### src/rtl/core_pkg.sv
// Shared core definitions: instruction encodings, opcode constants and the
// fetch-stage state type.
package core_pkg;

    localparam logic [31:0] NOP_INSTR  = 32'h0000_0013;
    localparam logic [6:0]  OPC_OP_IMM = 7'b0010011;
    localparam logic [6:0]  OPC_R_TYPE = 7'b0110011;
    localparam logic [6:0]  OPC_LOAD   = 7'b0000011;
    localparam logic [6:0]  OPC_STORE  = 7'b0100011;
    localparam logic [6:0]  OPC_BRANCH = 7'b1100011;

    typedef enum logic {
        RUN   = 1'b0,
        DRAIN = 1'b1
    } fetch_state_e;

    function automatic logic [31:0] word_align(input logic [31:0] addr);
        return {addr[31:2], 2'b00};
    endfunction

endpackage

### src/rtl/instr_fetch_unit_if.sv
// Fetch-stage bus: instruction-memory request/response, redirect from execute
// and the decode hand-off.
interface instr_fetch_unit_if;

    // Valid/ready: a transfer happens on a rising edge where valid && ready are
    // both high; the producer may withdraw valid before the handshake, and the
    // response channel and redirect carry no backpressure (valid-only).
    logic        imem_req_valid;
    logic        imem_req_ready;
    logic [31:0] imem_req_addr;
    logic        imem_rsp_valid;
    logic [31:0] imem_rsp_data;
    logic        redirect_valid;
    logic [31:0] redirect_pc;
    logic        id_valid;
    logic        id_ready;
    logic [31:0] id_instr;
    logic [31:0] id_pc;
    logic [6:0]  id_opcode;

    modport master (
        output imem_req_valid, imem_req_addr, id_valid, id_instr, id_pc, id_opcode,
        input  imem_req_ready, imem_rsp_valid, imem_rsp_data,
               redirect_valid, redirect_pc, id_ready
    );

    modport slave (
        input  imem_req_valid, imem_req_addr, id_valid, id_instr, id_pc, id_opcode,
        output imem_req_ready, imem_rsp_valid, imem_rsp_data,
               redirect_valid, redirect_pc, id_ready
    );

endinterface

### src/rtl/instr_fetch_unit_fifo.sv
// Small synchronous FIFO with flush; head entry is read straight from storage.
module fetch_fifo #(
    parameter int WIDTH = 32,
    parameter int DEPTH = 2
) (
    input  logic                       clk,
    input  logic                       rst,
    input  logic                       flush_i,
    input  logic                       push_i,
    input  logic [WIDTH-1:0]           data_i,
    input  logic                       pop_i,
    output logic [WIDTH-1:0]           data_o,
    output logic [$clog2(DEPTH+1)-1:0] count_o
);

    localparam int CW = $clog2(DEPTH + 1);
    localparam int AW = $clog2(DEPTH);

    logic [WIDTH-1:0] mem_q [DEPTH];
    logic [AW-1:0]    rd_ptr_q;
    logic [AW-1:0]    wr_ptr_q;
    logic [CW-1:0]    count_q;
    logic             do_pop;

    assign do_pop = pop_i && (count_q != '0);

    always_ff @(posedge clk or posedge rst) begin
        if (rst) begin
            rd_ptr_q <= '0;
            wr_ptr_q <= '0;
            count_q  <= '0;
        end else if (flush_i) begin
            rd_ptr_q <= '0;
            wr_ptr_q <= '0;
            count_q  <= '0;
        end else begin
            if (push_i) wr_ptr_q <= wr_ptr_q + AW'(1);
            if (do_pop) rd_ptr_q <= rd_ptr_q + AW'(1);
            count_q <= count_q + CW'(push_i) - CW'(do_pop);
        end
    end

    always_ff @(posedge clk) begin
        if (push_i && !flush_i) mem_q[wr_ptr_q] <= data_i;
    end

    assign data_o  = mem_q[rd_ptr_q];
    assign count_o = count_q;

    // Upstream credit gating must make a push into a full FIFO impossible.
    assert property (@(posedge clk) disable iff (rst)
        !(push_i && !flush_i && !do_pop && count_q == CW'(DEPTH)));

endmodule

### src/rtl/instr_fetch_unit.sv
// Instruction fetch stage: PC, credit-gated in-order fetch, instruction
// buffer towards decode, and redirect flush with drain of in-flight responses.
module instr_fetch_unit
    import core_pkg::*;
#(
    parameter logic [31:0] RESET_PC = 32'h0000_0000,
    parameter int          DEPTH    = 2
) (
    input  logic                clk,
    input  logic                rst,
    instr_fetch_unit_if.master  bus,
    output fetch_state_e        state_o
);

    localparam int CW = $clog2(DEPTH + 1);

    fetch_state_e  state_q, state_d;
    logic [31:0]   pc_q, pc_d;
    logic [CW-1:0] discard_q, discard_d;
    logic [CW-1:0] count;
    logic [CW-1:0] outstanding;
    logic [CW-1:0] out_after_rsp;
    logic [CW:0]   credit_used;
    logic [63:0]   head;
    logic [31:0]   tag_pc;
    logic          req_valid;
    logic          req_fire;
    logic          push;
    logic          pop;
    logic          id_valid;
    logic [31:0]   id_instr;

    assign id_valid = (count != '0);
    assign pop      = id_valid && bus.id_ready;

    // A head entry leaving this cycle frees its slot for a new request.
    assign credit_used = {1'b0, outstanding} + {1'b0, count} - (CW+1)'(pop);
    assign req_valid   = !rst && (state_q == RUN) && !bus.redirect_valid &&
                         (credit_used < (CW+1)'(DEPTH));
    assign req_fire    = req_valid && bus.imem_req_ready;
    assign push        = bus.imem_rsp_valid && (state_q == RUN) && !bus.redirect_valid;
    assign out_after_rsp = outstanding - CW'(bus.imem_rsp_valid);

    // Tag queue tracks every accepted address until its response returns,
    // including responses that will be dropped, so its fill is the outstanding count.
    fetch_fifo #(.WIDTH(32), .DEPTH(DEPTH)) u_tag_q (
        .clk     (clk),
        .rst     (rst),
        .flush_i (1'b0),
        .push_i  (req_fire),
        .data_i  (pc_q),
        .pop_i   (bus.imem_rsp_valid),
        .data_o  (tag_pc),
        .count_o (outstanding)
    );

    fetch_fifo #(.WIDTH(64), .DEPTH(DEPTH)) u_instr_q (
        .clk     (clk),
        .rst     (rst),
        .flush_i (bus.redirect_valid),
        .push_i  (push),
        .data_i  ({tag_pc, bus.imem_rsp_data}),
        .pop_i   (pop),
        .data_o  (head),
        .count_o (count)
    );

    always_comb begin
        state_d   = state_q;
        pc_d      = pc_q;
        discard_d = discard_q;
        if (req_fire) pc_d = pc_q + 32'd4;
        if (bus.redirect_valid) pc_d = word_align(bus.redirect_pc);
        case (state_q)
            RUN: begin
                if (bus.redirect_valid && out_after_rsp != '0) begin
                    state_d   = DRAIN;
                    discard_d = out_after_rsp;
                end
            end
            DRAIN: begin
                if (bus.imem_rsp_valid) begin
                    discard_d = discard_q - CW'(1);
                    if (discard_q == CW'(1)) state_d = RUN;
                end
            end
            default: state_d = RUN;
        endcase
    end

    always_ff @(posedge clk or posedge rst) begin
        if (rst) begin
            state_q   <= RUN;
            pc_q      <= RESET_PC;
            discard_q <= '0;
        end else begin
            state_q   <= state_d;
            pc_q      <= pc_d;
            discard_q <= discard_d;
        end
    end

    assign id_instr           = id_valid ? head[31:0] : NOP_INSTR;
    assign bus.imem_req_valid = req_valid;
    assign bus.imem_req_addr  = pc_q;
    assign bus.id_valid       = id_valid;
    assign bus.id_instr       = id_instr;
    assign bus.id_pc          = id_valid ? head[63:32] : 32'h0;
    assign bus.id_opcode      = id_instr[6:0];
    assign state_o            = state_q;

endmodule
### src/flat_wrapper.sv
// flat-port wrapper written by rule: the top's interface ports become plain ports
module instr_fetch_unit_flat import core_pkg::*;
#(
    parameter logic [31:0] RESET_PC = 32'h0000_0000,
    parameter int          DEPTH    = 2
)
  (clk, rst, state_o, bus_imem_req_valid, bus_imem_req_addr, bus_id_valid, bus_id_instr, bus_id_pc, bus_id_opcode, bus_imem_req_ready, bus_imem_rsp_valid, bus_imem_rsp_data, bus_redirect_valid, bus_redirect_pc, bus_id_ready);
  instr_fetch_unit_if bus_i ();
  input  logic clk;
  input  logic rst;
  output fetch_state_e state_o;
  output wire logic [$bits(bus_i.imem_req_valid)-1:0] bus_imem_req_valid;
  output wire logic [$bits(bus_i.imem_req_addr)-1:0] bus_imem_req_addr;
  output wire logic [$bits(bus_i.id_valid)-1:0] bus_id_valid;
  output wire logic [$bits(bus_i.id_instr)-1:0] bus_id_instr;
  output wire logic [$bits(bus_i.id_pc)-1:0] bus_id_pc;
  output wire logic [$bits(bus_i.id_opcode)-1:0] bus_id_opcode;
  input wire logic [$bits(bus_i.imem_req_ready)-1:0] bus_imem_req_ready;
  input wire logic [$bits(bus_i.imem_rsp_valid)-1:0] bus_imem_rsp_valid;
  input wire logic [$bits(bus_i.imem_rsp_data)-1:0] bus_imem_rsp_data;
  input wire logic [$bits(bus_i.redirect_valid)-1:0] bus_redirect_valid;
  input wire logic [$bits(bus_i.redirect_pc)-1:0] bus_redirect_pc;
  input wire logic [$bits(bus_i.id_ready)-1:0] bus_id_ready;
  assign bus_imem_req_valid = bus_i.imem_req_valid;
  assign bus_imem_req_addr = bus_i.imem_req_addr;
  assign bus_id_valid = bus_i.id_valid;
  assign bus_id_instr = bus_i.id_instr;
  assign bus_id_pc = bus_i.id_pc;
  assign bus_id_opcode = bus_i.id_opcode;
  assign bus_i.imem_req_ready = bus_imem_req_ready;
  assign bus_i.imem_rsp_valid = bus_imem_rsp_valid;
  assign bus_i.imem_rsp_data = bus_imem_rsp_data;
  assign bus_i.redirect_valid = bus_redirect_valid;
  assign bus_i.redirect_pc = bus_redirect_pc;
  assign bus_i.id_ready = bus_id_ready;
  instr_fetch_unit #(.RESET_PC(RESET_PC), .DEPTH(DEPTH)) u_core (.clk(clk), .rst(rst), .bus(bus_i), .state_o(state_o));
endmodule
### config.mk
export PLATFORM = sky130hd
export DESIGN_NAME = instr_fetch_unit_flat
export DESIGN_NICKNAME = d
export VERILOG_FILES = /design/src/rtl/core_pkg.sv /design/src/rtl/instr_fetch_unit_if.sv /design/src/rtl/instr_fetch_unit_fifo.sv /design/src/rtl/instr_fetch_unit.sv /design/src/flat_wrapper.sv
export SDC_FILE = /design/constraint.sdc
export NUM_CORES = 1
export LEC_CHECK = 0
export BUFFER_PORTS_ARGS = -buffer_cell sky130_fd_sc_hd__buf_4
export CORE_MARGIN = 1.5
export CORE_UTILIZATION = 33
export CTS_BUF_LIST = sky130_fd_sc_hd__clkbuf_4 sky130_fd_sc_hd__clkbuf_8
export CTS_CLUSTER_DIAMETER = 120
export DETAILED_ROUTE_END_ITERATION = 10
export PLACE_DENSITY = 0.62
export SLEW_MARGIN = 20
export SYNTH_ARGS = -nofsm -noshare
export SYNTH_HDL_FRONTEND = slang
export SYNTH_SLANG_ARGS = --single-unit
### constraint.sdc
create_clock -name clk -period 7.1 [get_ports clk]
set_input_delay 0.355 -clock clk [delete_from_list [all_inputs] [get_ports clk]]
set_output_delay 0.355 -clock clk [all_outputs]
set_load 0.05 [all_outputs]
==> flow_summary.ini <==
[synthesis]
synth-main-ff-cell = edfxtp_1
synth-edff-count = 184
synth-seq-cells = 225
yosysTopAreaCell = edfxtp_1
synth_top_area_share_pct = 58.6
avgSynthCellArea_sq_um = 14.4
synth.area.top_cells = edfxtp_1, dfrtp_1, mux2i_1
seq_area_frac_synth_pct = 69.5
async_flop_share_pct = 18.2
synth_cell_type_count = 51
yosysWarnings = 0
syn-instance-count = 653
synth_area_sq_mm = 0.00943

[placed_design]
dp.cells = 1171
hpwl_um = 13100
globalplace.congestion = 0.769
port_buffers = 169

[timing]
skew_ns = 0.0212
timing.final.crit_period_ns = 4.62
hold_viol = 0
fin_setup_tns_ns = 0
whs_ns = 0.0363
finalMaxSlewViolations = 0
timing.slew.headroom_pct = 36.4
fmaxAchievable_mhz = 217
rsz0062_at_grt = no
fin_crit_sh_pct = 65.0
setup_viol = 0
tightest_slew_ns = 0.954

[critical_path]
cp_max_fo = 60
crit_end = u_core.bus.imem_req_addr[28]$_DFFE_PP0P_
crit_chain = nor2_4, buf_4, inv_1, and2_1, ha_1, nand2b_1, fa_1, xor2_2, nand4_2, or4_1, a31oi_1
endpoint_kind = flip-flop
crit_family = simple AND/OR/NAND/NOR gates
worstReg2RegStart = u_core.u_instr_q.count_o[1]$_DFF_PP0_
reg2reg_to = u_core.bus.imem_req_addr[28]$_DFFE_PP0P_
cpMaxStageDelayCell = or4_1
startpoint = u_core.u_instr_q.count_o[1]$_DFF_PP0_
r2r_slack_ns = 2.48
worst-path-stages = 11
worst_ep_arrival_time_ns = 5.07
reg2regPathDepth = 11
worst-setup-path-type = flip-flop to flip-flop
crit_required_ns = 7.55
cp_slowest_stage_delay_ns = 0.75
startpoint_type = flip-flop
critPathBufInv = 2

[layout]
drive_gt1_share_pct = 31.8
layoutNonFillerInstCount = 1271
fin_nets = 946
synthToLayoutAreaGrowth_pct = 29.3
finish.utilization_pct = 43.7
diodes = 0
fillerInstances = 2594

[cts]
cts_resized = 0
worst_skew_pair.late_latency_ns = 0.53
cts_buffers = 39
cts_max_level = 2
postCtsHoldBufs = 32
cts-root-buf = clkbuf_8
post_cts_buffers = 0
clock_sinks = 225
cts_tree = built
clkTransAtPathRegs_ns = 0.06
cts_buffer_depth = 3

[global_routing]
antenna_found_initial = 0
grt_pass1_vias = 5814
grt_max_degree = 63
grt_pass1_wl_um = 32300
grt.total_usage_pct = 14.4
grt_remaining_overflow = 0

[worst_hold_path]
hold_path.class = primary input to asynchronous set/reset pin

[route]
drt_iter0_drc = 273
final_antenna_net_count = 0
wire_per_inst_um = 17.0
wirelength_um = 21500
via_per_inst = 4.67
first_pass_iters = 4
drc_errors = 0
num_vias = 5937

[floorplanning]
rows = 61
die_w_um = 172
die-area_sq_mm = 0.0296
fp.dieH_um = 172
start_util_pct = 33.8
io_pins = 176
core_area_sq_mm = 0.0279

[pwr]
leakagePower_nw = 4.49
ir_drop_mv = 0.116
power_density_mw_per_mm2 = 348

[job]
maxCapViolCount = 0

[status]
outcome = completed
-- worst register-to-register path: cells and delay by family, from the launching register on --
kind	cells	cell delay, ns
AO/OA/AOI/OAI	1	0.18
XOR/XNOR	1	0.35
buffers and inverters	2	0.79
AND/OR/NAND/NOR	5	2.05
adder cells (fa/ha/maj)	2	0.74
flip-flops	1	0.43
-- final cells by class --
| type | count | area [sq um] | share of cell area, % |
|---|---|---|---|
| clock inverters | 16 | 153 | 1.25 |
| repair buffers | 210 | 1660 | 13.6 |
| clock buffers | 52 | 653 | 5.35 |
| flip-flops and latches | 225 | 6560 | 53.7 |
| inverters | 16 | 60.1 | 0.492 |
| multi-input cells | 374 | 2650 | 21.7 |
| well taps | 378 | 473 | 3.88 |
-- where the power goes --
group,switching (mW),total (mW),internal [mW]
Clock,0.507,1.21,0.706
Sequential,0.103,1.66,1.56
Combinational,0.921,1.38,0.457
Total,1.53,4.25,2.72
-- layout by cell type (no fill, tap or decap), types with 5 or more instances in the layout --
cell | Yosys | layout
a31oi_1 | 20 | 20
buf_4 | 11 | 178
clkbuf_4 | 0 | 10
clkbuf_8 | 0 | 42
clkinv_1 | 1 | 9
dfrtp_1 | 41 | 40
dlygate4sd3_1 | 0 | 32
edfxtp_1 | 184 | 184
ha_1 | 9 | 9
inv_1 | 15 | 15
mux2_2 | 32 | 32
mux2i_1 | 63 | 63
nand2_1 | 28 | 28
nand3_1 | 13 | 13
nand4_1 | 10 | 10
nor2_1 | 90 | 88
nor4_1 | 5 | 5
o21ai_0 | 9 | 9
o31ai_1 | 11 | 11
or3_1 | 5 | 5
or4_1 | 14 | 14
xnor2_1 | 10 | 10
xor2_1 | 6 | 6
-- how the worst min path moves through the flow --
stage                                                           to  slack, ns  cells past startpoint
after detailed placement       u_core.u_tag_q.rd_ptr_q$_DFFE_PP0P_       0.46                      1
after global routing      u_core.bus.imem_req_addr[12]$_DFFE_PP0P_       0.03                      3
after CTS                 u_core.bus.imem_req_addr[12]$_DFFE_PP0P_       0.01                      3
final                      u_core.bus.imem_req_addr[5]$_DFFE_PP0P_       0.04                      3
after global placement         u_core.u_tag_q.rd_ptr_q$_DFFE_PP0P_       0.46                      1
after floorplan             u_core.u_instr_q.mem_q[0][0]$_DFFE_PP_       0.45                      0
-- flip-flops by register name (all words and copies together) (netlist names) --
register and count:
u_core.u_tag_q.mem_q 60, u_core.u_instr_q.rd_ptr_q 1, u_core.u_tag_q.count_o 2, u_core.u_instr_q.count_o 2, u_core.u_tag_q.rd_ptr_q 1, u_core.discard_q 2, u_core.bus.imem_req_addr 30, u_core.state_o 1
u_core.u_instr_q.wr_ptr_q 1, u_core.u_instr_q.mem_q 124, u_core.u_tag_q.wr_ptr_q 1
-- synthesized netlist by cell type, types with 11 or more instances --
| master | instances |
|---|---|
| edfxtp_1 | 184 |
| nor2_1 | 90 |
| mux2i_1 | 63 |
| dfrtp_1 | 41 |
| mux2_2 | 32 |
| nand2_1 | 28 |
| clkbuf_1 | 22 |
| a31oi_1 | 20 |
| inv_1 | 15 |
| or4_1 | 14 |
| nand3_1 | 13 |
| buf_4 | 11 |
| o31ai_1 | 11 |
-- routing by layer --
| metal | share of wire, % | global-route usage [%] |
|---|---|---|
| met2 | 47 | 23.7 |
| met1 | 45 | 18.5 |
| met4 | 2.2 | 5.22 |
| met3 | 5.3 | 3.25 |
| met5 | 0 | 0 |
-- cells by family after synthesis --
group                    after synthesis  share of synthesized area [%]
flip-flops                           225                           69.5
multiplexers                          95                           10.5
XOR/XNOR                              17                           1.66
buffers and inverters                 57                           2.81
adder cells (fa/ha/maj)               10                           1.41
AND/OR/NAND/NOR                      194                           10.3
other                                  1                         0.0398
AO/OA/AOI/OAI                         54                           3.83
-- per-stage QoR --
step	instance area, sq um	setup WS (ns)	total power [mW]
2_1_floorplan	9440	2.02	2.66
3_3_place_gp	11100	2.57	3.04
3_5_place_dp	11100	2.44	3.06
4_1_cts	12200	2.41	4.31
5_1_grt	12200	2.12	4.46
6_report	12200	2.48	4.25
No activity file was read; power rests on OpenSTA's default activity.
